`src/rtl/cpu_pkg.sv`:
```
// Shared definitions for the parametrised accumulator CPU: opcodes, FSM states
// and the opcode field position within an instruction word.
package cpu_pkg;

    localparam int unsigned OPC_W = 3;

    localparam logic [OPC_W-1:0] OP_NOP = 3'd0;
    localparam logic [OPC_W-1:0] OP_LDA = 3'd1;
    localparam logic [OPC_W-1:0] OP_STA = 3'd2;
    localparam logic [OPC_W-1:0] OP_ADD = 3'd3;
    localparam logic [OPC_W-1:0] OP_SUB = 3'd4;
    localparam logic [OPC_W-1:0] OP_JMP = 3'd5;
    localparam logic [OPC_W-1:0] OP_JZ  = 3'd6;
    localparam logic [OPC_W-1:0] OP_HLT = 3'd7;

    typedef enum logic [1:0] {
        S_FETCH = 2'd0,
        S_ARG   = 2'd1,
        S_EXEC  = 2'd2,
        S_HALT  = 2'd3
    } state_e;

    // Opcode occupies the top OPC_W bits of a DATA_W-wide word.
    function automatic int unsigned opc_lsb(input int unsigned data_w);
        return data_w - OPC_W;
    endfunction

endpackage

```
`src/rtl/cpu_alu.sv`:
```
// Combinational add/subtract for the accumulator with carry/borrow and zero flag.
module cpu_alu #(
    parameter int unsigned DATA_W = 8
) (
    input  logic [DATA_W-1:0] a_i,
    input  logic [DATA_W-1:0] b_i,
    input  logic              sub_i,
    output logic [DATA_W-1:0] res_c,
    output logic              carry_c,
    output logic              zero_c
);

    logic [DATA_W:0] sum;

    // Extra top bit is the carry on add and the borrow (b > a) on subtract.
    always_comb begin
        if (sub_i) begin
            sum = {1'b0, a_i} - {1'b0, b_i};
        end else begin
            sum = {1'b0, a_i} + {1'b0, b_i};
        end
    end

    assign res_c   = sum[DATA_W-1:0];
    assign carry_c = sum[DATA_W];
    assign zero_c  = (sum[DATA_W-1:0] == '0);

endmodule

```
`src/rtl/cpu_param.sv`:
```
// Multicycle accumulator CPU with generic widths and a ready-handshake port to a
// single shared instruction/data memory; runs until HLT, leaves halt only by reset.
module cpu_param
    import cpu_pkg::*;
#(
    parameter int unsigned DATA_W = 8,
    parameter int unsigned ADDR_W = 8
) (
    input  logic              clk,
    input  logic              reset,
    output logic [ADDR_W-1:0] address,
    output logic [DATA_W-1:0] to_memory,
    output logic              write,
    output logic              mem_req,
    input  logic [DATA_W-1:0] from_memory,
    input  logic              mem_ready,
    output logic              halted,
    output logic [DATA_W-1:0] acc,
    output logic              zero,
    output logic              carry
);

    localparam int unsigned OPC_LSB = opc_lsb(DATA_W);

    state_e              state_q, state_d;
    logic [ADDR_W-1:0]   pc_q, pc_d;
    logic [OPC_W-1:0]    ir_q, ir_d;
    logic [ADDR_W-1:0]   arg_q, arg_d;
    logic [DATA_W-1:0]   acc_q, acc_d;
    logic                zero_q, zero_d;
    logic                carry_q, carry_d;
    logic                halted_q, halted_d;

    logic [ADDR_W-1:0]   address_c;
    logic                mem_req_c;
    logic                write_c;
    logic                xfer_c;
    logic [OPC_W-1:0]    word_op_c;
    logic [ADDR_W-1:0]   word_addr_c;
    logic [DATA_W-1:0]   alu_res_c;
    logic                alu_carry_c;
    logic                alu_zero_c;

    assign xfer_c      = mem_req_c && mem_ready;
    assign word_op_c   = from_memory[OPC_LSB +: OPC_W];
    assign word_addr_c = from_memory[ADDR_W-1:0];

    cpu_alu #(
        .DATA_W (DATA_W)
    ) u_alu (
        .a_i     (acc_q),
        .b_i     (from_memory),
        .sub_i   (ir_q == OP_SUB),
        .res_c   (alu_res_c),
        .carry_c (alu_carry_c),
        .zero_c  (alu_zero_c)
    );

    // State and datapath registers.
    always_ff @(posedge clk or negedge reset) begin
        if (!reset) begin
            state_q  <= S_FETCH;
            pc_q     <= '0;
            ir_q     <= OP_NOP;
            arg_q    <= '0;
            acc_q    <= '0;
            zero_q   <= 1'b0;
            carry_q  <= 1'b0;
            halted_q <= 1'b0;
        end else begin
            state_q  <= state_d;
            pc_q     <= pc_d;
            ir_q     <= ir_d;
            arg_q    <= arg_d;
            acc_q    <= acc_d;
            zero_q   <= zero_d;
            carry_q  <= carry_d;
            halted_q <= halted_d;
        end
    end

    // Next state and datapath updates; nothing moves until the access completes.
    always_comb begin
        state_d  = state_q;
        pc_d     = pc_q;
        ir_d     = ir_q;
        arg_d    = arg_q;
        acc_d    = acc_q;
        zero_d   = zero_q;
        carry_d  = carry_q;
        halted_d = halted_q;
        case (state_q)
            S_FETCH: begin
                if (xfer_c) begin
                    ir_d = word_op_c;
                    pc_d = pc_q + ADDR_W'(1);
                    case (word_op_c)
                        OP_NOP:  state_d = S_FETCH;
                        OP_HLT: begin
                            state_d  = S_HALT;
                            halted_d = 1'b1;
                        end
                        default: state_d = S_ARG;
                    endcase
                end
            end
            S_ARG: begin
                if (xfer_c) begin
                    arg_d = word_addr_c;
                    pc_d  = pc_q + ADDR_W'(1);
                    case (ir_q)
                        OP_JMP: begin
                            pc_d    = word_addr_c;
                            state_d = S_FETCH;
                        end
                        OP_JZ: begin
                            if (zero_q) begin
                                pc_d = word_addr_c;
                            end
                            state_d = S_FETCH;
                        end
                        default: state_d = S_EXEC;
                    endcase
                end
            end
            S_EXEC: begin
                if (xfer_c) begin
                    state_d = S_FETCH;
                    case (ir_q)
                        OP_LDA: begin
                            acc_d  = from_memory;
                            zero_d = (from_memory == '0);
                        end
                        OP_ADD, OP_SUB: begin
                            acc_d   = alu_res_c;
                            carry_d = alu_carry_c;
                            zero_d  = alu_zero_c;
                        end
                        default: ;
                    endcase
                end
            end
            S_HALT:  state_d = S_HALT;
            default: state_d = S_FETCH;
        endcase
    end

    // Memory port decode; request and write are forced low while reset is held.
    always_comb begin
        mem_req_c = 1'b0;
        write_c   = 1'b0;
        address_c = pc_q;
        case (state_q)
            S_FETCH, S_ARG: mem_req_c = 1'b1;
            S_EXEC: begin
                mem_req_c = 1'b1;
                address_c = arg_q;
                write_c   = (ir_q == OP_STA);
            end
            default: ;
        endcase
        if (!reset) begin
            mem_req_c = 1'b0;
            write_c   = 1'b0;
        end
    end

    assign address   = address_c;
    assign mem_req   = mem_req_c;
    assign write     = write_c;
    assign to_memory = acc_q;
    assign acc       = acc_q;
    assign zero      = zero_q;
    assign carry     = carry_q;
    assign halted    = halted_q;

endmodule

```
`config.mk`:
```
export PLATFORM = sky130hd
export DESIGN_NAME = cpu_param
export DESIGN_NICKNAME = d
export VERILOG_FILES = /design/src/rtl/cpu_pkg.sv /design/src/rtl/cpu_alu.sv /design/src/rtl/cpu_param.sv
export SDC_FILE = /design/constraint.sdc
export NUM_CORES = 1
export LEC_CHECK = 0
export ABC_CLOCK_PERIOD_IN_PS = 4710
export CORE_MARGIN = 2
export CORE_UTILIZATION = 58
export DETAILED_ROUTE_END_ITERATION = 7
export HOLD_SLACK_MARGIN = 0.02
export PLACE_DENSITY = 0.93
export SLEW_MARGIN = 20
export SYNTH_ARGS = -nofsm -noshare
export SYNTH_HDL_FRONTEND = slang
export SYNTH_SLANG_ARGS = --single-unit
```
`constraint.sdc`:
```
create_clock -name clk -period 4.71 [get_ports clk]
set_input_delay 0.942 -clock clk [delete_from_list [all_inputs] [get_ports clk]]
set_output_delay 0.942 -clock clk [all_outputs]
set_load 0.01 [all_outputs]
```
==> impl_metrics.toml, run 1 <==
[clock_tree]
cts_buffer_depth = 2
cts_buffers = 5
clockRootBuffer = "clkbuf_8"
cts_num_sinks = 32
cts_setup_buffers = 0
htreeDepth = 2
worstSkewPairLatency_ns = 0.29
cts_resized = 0
hold_buffers = 0
cts_tree = "built"
path_clk_slew_ns = 0.07

[critical_path]
cp_top_family = "simple AND/OR/NAND/NOR gates"
critical_path_buf_inv_count = 2
cp_max_fo = 6
worst_path_max_delay_cell = "clkdlybuf4s50_1"
worstSetupPathType = "primary input to flip-flop"
critical_path_arrival_ns = 3.69
critPathMaxStageDelay_ns = 0.54
required_ns = 4.93
cp-end-kind = "flip-flop"
start_kind = "primary input"
crit_chain = "clkdlybuf4s50_1 -> nor3_1 -> and3_1 -> nor2_1 -> xnor2_1 -> ha_1 -> inv_1 -> or3_1 -> o211ai_1 -> mux2i_1 -> o21ai_2"

[layout]
drive_above_1_share = 0.0900
fin_nets = 332
final_cell_mix = "38 x clkdlybuf4s50_1, 37 x nand2_1, 32 x dfrtp_1, 25 x o21ai_0, 20 x nor2_1"
mostFrequentLayoutCell = "clkdlybuf4s50_1"
syn_to_final_growth_pct = 19.2
antenna_cells = 0

[placed_design]
dp_hpwl_um = 4250
pre_cts_slack_ns = 0.975
portBuffers = 39
place_congestion = 0.983

[detailed_routing]
antenna_left = 0
viasPerCell = 6.07
wl_per_cell_um = 15.9
via_count = 2191
drt_wl_total_um = 5760
drt-initial-drc-count = 187
drc = 0
drtPass1Iterations = 4

[synth]
avgSynthCellArea_um2 = 8.47
seq_area_frac_synth = 0.335
ys_types = 57
yosysWarnings = 0
synth_edf_count = 0
syn_nets = 304
postSynthCellCount = 282
synth_area_um2 = 2390
synth_flop_cell = "dfrtp_1"
ys_ff_latch = 32
async_reset_ff_frac = 1.00

[timing]
min_period_over_period = 0.736
clock_skew_ns = 0.00845
drv_slew = 0
max_freq_mhz = 288
slew_headroom = 0.363
hold_ws_ns = 0.470
min_period_ns = 3.47
setup_ws_ns = 1.24
worstMarginPinSlew_ns = 0.953
finalHoldViolations = 0
setup_tns_ns = 0
setup_violations = 0
rsz0062_at_grt = "no"

[die]
core_area_um2 = 3970
ioPinCount = 40
die_x_um = 68.2
die_area_um2 = 4650
start_util = 0.602
fp.dieH_um = 68.2
rows = 23

[grt]
grt_pass1_vias = 1954
grt_pass1_wl_um = 9270
grt_max_degree = 37
grt.overflow.total = 0
antenna_found_initial = 0
grt_util_all_layers = 0.269
busiest_layer = "met2"
use_met2 = 0.437
gr-usage-met1 = 0.354
grt_use_met3 = 0.0559

[pwr]
internal_power_mw = 1.18
pwr-share-seq = 0.260
switchingPower_mw = 0.908
powerDensity_nw_per_um2 = 734
p_comb_frac = 0.612
irDropWorstVdd_v = 0.000300
pwr-share-clk = 0.128
swShare = 0.435
totalPowerFinal_mw = 2.09
power_leakage_nw = 1.25

[run_status]
status = "completed"

[min_path]
hold_path.class = "flip-flop to flip-flop"

[job]
drv_cap = 0
[cell families after synthesis]
family / synth area share
xor+xnor: 0.0257
simple gates: 0.213
fa+ha+maj: 0.0607
mux: 0.0508
buf+inv: 0.0644
flops: 0.335
compound gates: 0.251
[path summary, 6_finish.rpt]
kind                       depth (start not counted)            from  slack [ns]        to
max in group asynchronous                          2           reset        3.64    halted
max reg2reg                                        9         ir_q[2]        1.99     carry
min in group asynchronous                          2           reset        0.73  arg_q[3]
min reg2reg                                        1          halted        0.47    halted
max                                               11  from_memory[3]        1.24    acc[5]
min                                                1          halted        0.47    halted
[through the flow]
stage / std cells / util / area, µm²
3_5_place_dp: 353 / 0.689 / 2740
5_1_grt: 361 / 0.717 / 2850
6_report: 361 / 0.717 / 2850
3_3_place_gp: 353 / 0.689 / 2740
2_1_floorplan: 282 / - / 2390
4_1_cts: 361 / 0.717 / 2850
[Yosys cell counts, types with 4 or more instances]
library cell / number / area [µm²]
a21o_1: 7 / 52.6
a21oi_1: 19 / 95.1
and3_1: 6 / 37.5
buf_4: 9 / 67.6
clkbuf_1: 7 / 26.3
dfrtp_1: 32 / 801
ha_1: 10 / 125
inv_1: 12 / 45.0
mux2_2: 9 / 101
nand2_1: 37 / 139
nand3_1: 11 / 55.1
nor2_1: 20 / 75.1
nor2b_1: 6 / 37.5
nor3_1: 6 / 30.0
o21ai_0: 25 / 125
xnor2_1: 4 / 35.0
[power by group through the flow]
stage | clock network (mW) | logic, mW | registers, mW
after floorplan | 0 | 0.894 | 0.514
after global placement | 0 | 1.22 | 0.536
after detailed placement | 0 | 1.26 | 0.545
after CTS | 0.272 | 1.27 | 0.541
after global routing | 0.285 | 1.41 | 0.565
final | 0.268 | 1.28 | 0.543
[flip-flops by register name, indices dropped and copies added, names as in the netlist]
register and cells:
acc 8, arg_q 8, pc_q 8, ir_q 3
state_q 2, carry 1, halted 1, zero 1
[cell type report]
| cell class | instances | area, µm² |
|---|---|---|
| Tap cell | 50 | 62.6 |
| Inverter | 12 | 45.0 |
| Clock buffer | 5 | 68.8 |
| Timing Repair Buffer | 40 | 393 |
| Multi-Input combinational cell | 219 | 1440 |
| Clock inverter | 3 | 42.5 |
| Sequential cell | 32 | 801 |
| Fill cell | 308 | 1120 |
[layer usage]
layer  vias to the layer above  part of all wire
li1                       1071                 -
met1                      1029              0.44
met2                        84              0.48
met3                         7             0.069
met4                         0             0.013
met5                         -                 0
(Power assumes the default switching activity.)
==> run 2, diff against run 1 <==
Settings changed: ABC_CLOCK_PERIOD_IN_PS 4710 to 3030, CORE_UTILIZATION 58 to 48, PLACE_DENSITY 0.93 to 0.83.
Clock period 4.71 ns to 3.03 ns, I/O delays scaled along.
==> run 2 against run 1 <==
Worst setup slack worse by 1.1 ns. Wire length is 7.0% higher. Die area is 20% higher. Register-to-register slack worse by 1.7 ns. Critical path depth stayed put. Clock power is 29% higher. Global-route usage is 3.1 points lower. Flip-flop and latch count stayed put. Total power is 61% higher. Largest cell class unchanged.
==> impl_metrics.toml, run 2 (same netlist as run 1, synthesis figures left out) <==
[layout]
final_cell_area_um2 = 3000
syn_to_final_growth_pct = 25.7
drive_above_1_share = 0.152
mostFrequentLayoutCell = "clkdlybuf4s50_1"
antenna_cells = 0
stdcell_count = 396
final_cell_mix = "38 x clkdlybuf4s50_1, 37 x nand2_1, 32 x dfrtp_1, 24 x o21ai_0, 20 x nor2_1"
fin_nets = 350

[critical_path]
cp-end-kind = "flip-flop"
reg2regPathDepth = 10
worstSetupPathType = "primary input to flip-flop"
ff2ff_setup_slack_ns = 0.31
start_kind = "primary input"
critical_path_arrival_ns = 3.09
cp_max_fo = 4
r2r-start = "ir_q[1]"
required_ns = 3.22
worstReg2RegEnd = "acc[5]"

[clock_tree]
cts_num_sinks = 32
cts_buffers = 5
path_clk_slew_ns = 0.07
cts_setup_buffers = 0
worstSkewPairLatency_ns = 0.29
cts_resized = 0
htreeDepth = 2
cts_tree = "built"
hold_buffers = 0
cts_buffer_depth = 2
clockRootBuffer = "clkbuf_8"

[timing]
max_freq_mhz = 345
setup_violations = 0
slew_headroom = 0.654
min_period_ns = 2.90
finalHoldViolations = 0
setup_tns_ns = 0
worstMarginPinSlew_ns = 0.519
drv_slew = 0
hold_ws_ns = 0.162
min_period_over_period = 0.957
clock_skew_ns = 0.00152

[job]
drv_cap = 0

[pwr]
irDropWorstVdd_v = 0.000481
power_leakage_nw = 1.33
totalPowerFinal_mw = 3.37
powerDensity_nw_per_um2 = 1120

[detailed_routing]
met1_length_um = 2680
drt-initial-drc-count = 129
wl_per_cell_um = 15.6
dr_wl_met3_um = 381
drt_wl_total_um = 6160
met2WireLength_um = 2980
viasPerCell = 5.78
highest_layer = "met4"
drc = 0
drtPass1Iterations = 4
antenna_left = 0
via_count = 2288

[placed_design]
place_congestion = 0.920
dp_hpwl_um = 4650
place_area_um2 = 2890
portBuffers = 39
dp.cells = 388

[die]
die_x_um = 74.6
fp.dieH_um = 74.6
start_util = 0.503
ioPinCount = 40
core_area_um2 = 4750
rows = 25
die_area_um2 = 5560

[run_status]
status = "completed"

[grt]
antenna_found_initial = 0
grt_pass1_wl_um = 10100
grt_max_degree = 32
grt.overflow.total = 0
grt_pass1_vias = 2198
grt_util_all_layers = 0.238

[min_path]
hold_path.class = "primary input to async pin"
## run 2: where the power goes
part / switching [mW] / internal [mW]
Sequential: 0.229 / 0.624
Clock: 0.162 / 0.184
Combinational: 1.07 / 1.10
## run 2: worst max-delay path by stage
stage,startpoint,endpoint,cells after the start
final,from_memory[1],carry,11
after detailed placement,from_memory[1],carry,10
after global placement,from_memory[1],zero,10
after floorplan,from_memory[0],acc[6],10
after CTS,from_memory[1],carry,10
after global routing,from_memory[4],carry,11
## run 2: layer usage
metal,up-vias,GRT usage
met3,11,0.0434
met2,90,0.390
met4,0,0.0714
met5,-,0
met1,1084,0.322
li1,1103,-
## run 2: worst max-delay path: stages
cell and delay, ns:
clkdlybuf4s50_1 0.53, inv_1 0.09, ha_2 0.21, nor2_1 0.13
xnor2_1 0.13, ha_1 0.26, nor2b_2 0.18, o2111ai_1 0.23
a21oi_1 0.13, a2111o_1 0.36, a41oi_1 0.24
## run 2: layout make-up
| cell class | count | area, µm² |
|---|---|---|
| repair buffers | 58 | 528 |
| well taps | 67 | 83.8 |
| clock inverters | 1 | 7.51 |
| clock buffers | 7 | 86.3 |
| fillers | 423 | 1750 |
| multi-input cells | 219 | 1450 |
| inverters | 12 | 45.0 |
| flip-flops and latches | 32 | 801 |
## run 2: stage by stage
stage,setup WS (ns),utilization
2_1_floorplan,0.541,-
3_3_place_gp,-0.153,0.608
3_5_place_dp,-0.239,0.608
4_1_cts,0.0412,0.628
5_1_grt,-0.0000866,0.632
6_report,0.131,0.632
==> run 3, diff against run 2 <==
--- a/constraint.sdc
+++ b/constraint.sdc
@@ -3,2 +3,2 @@
 set_output_delay 0.606 -clock clk [all_outputs]
-set_load 0.01 [all_outputs]
+set_load 0.02 [all_outputs]
==> results of run 3 <==
The final DEF is identical to that of run 2. Status: completed.
Main changes from that run: total power 3.37 mW -> 3.52 mW; worst IR drop on VDD 0.000481 V -> 0.000507 V
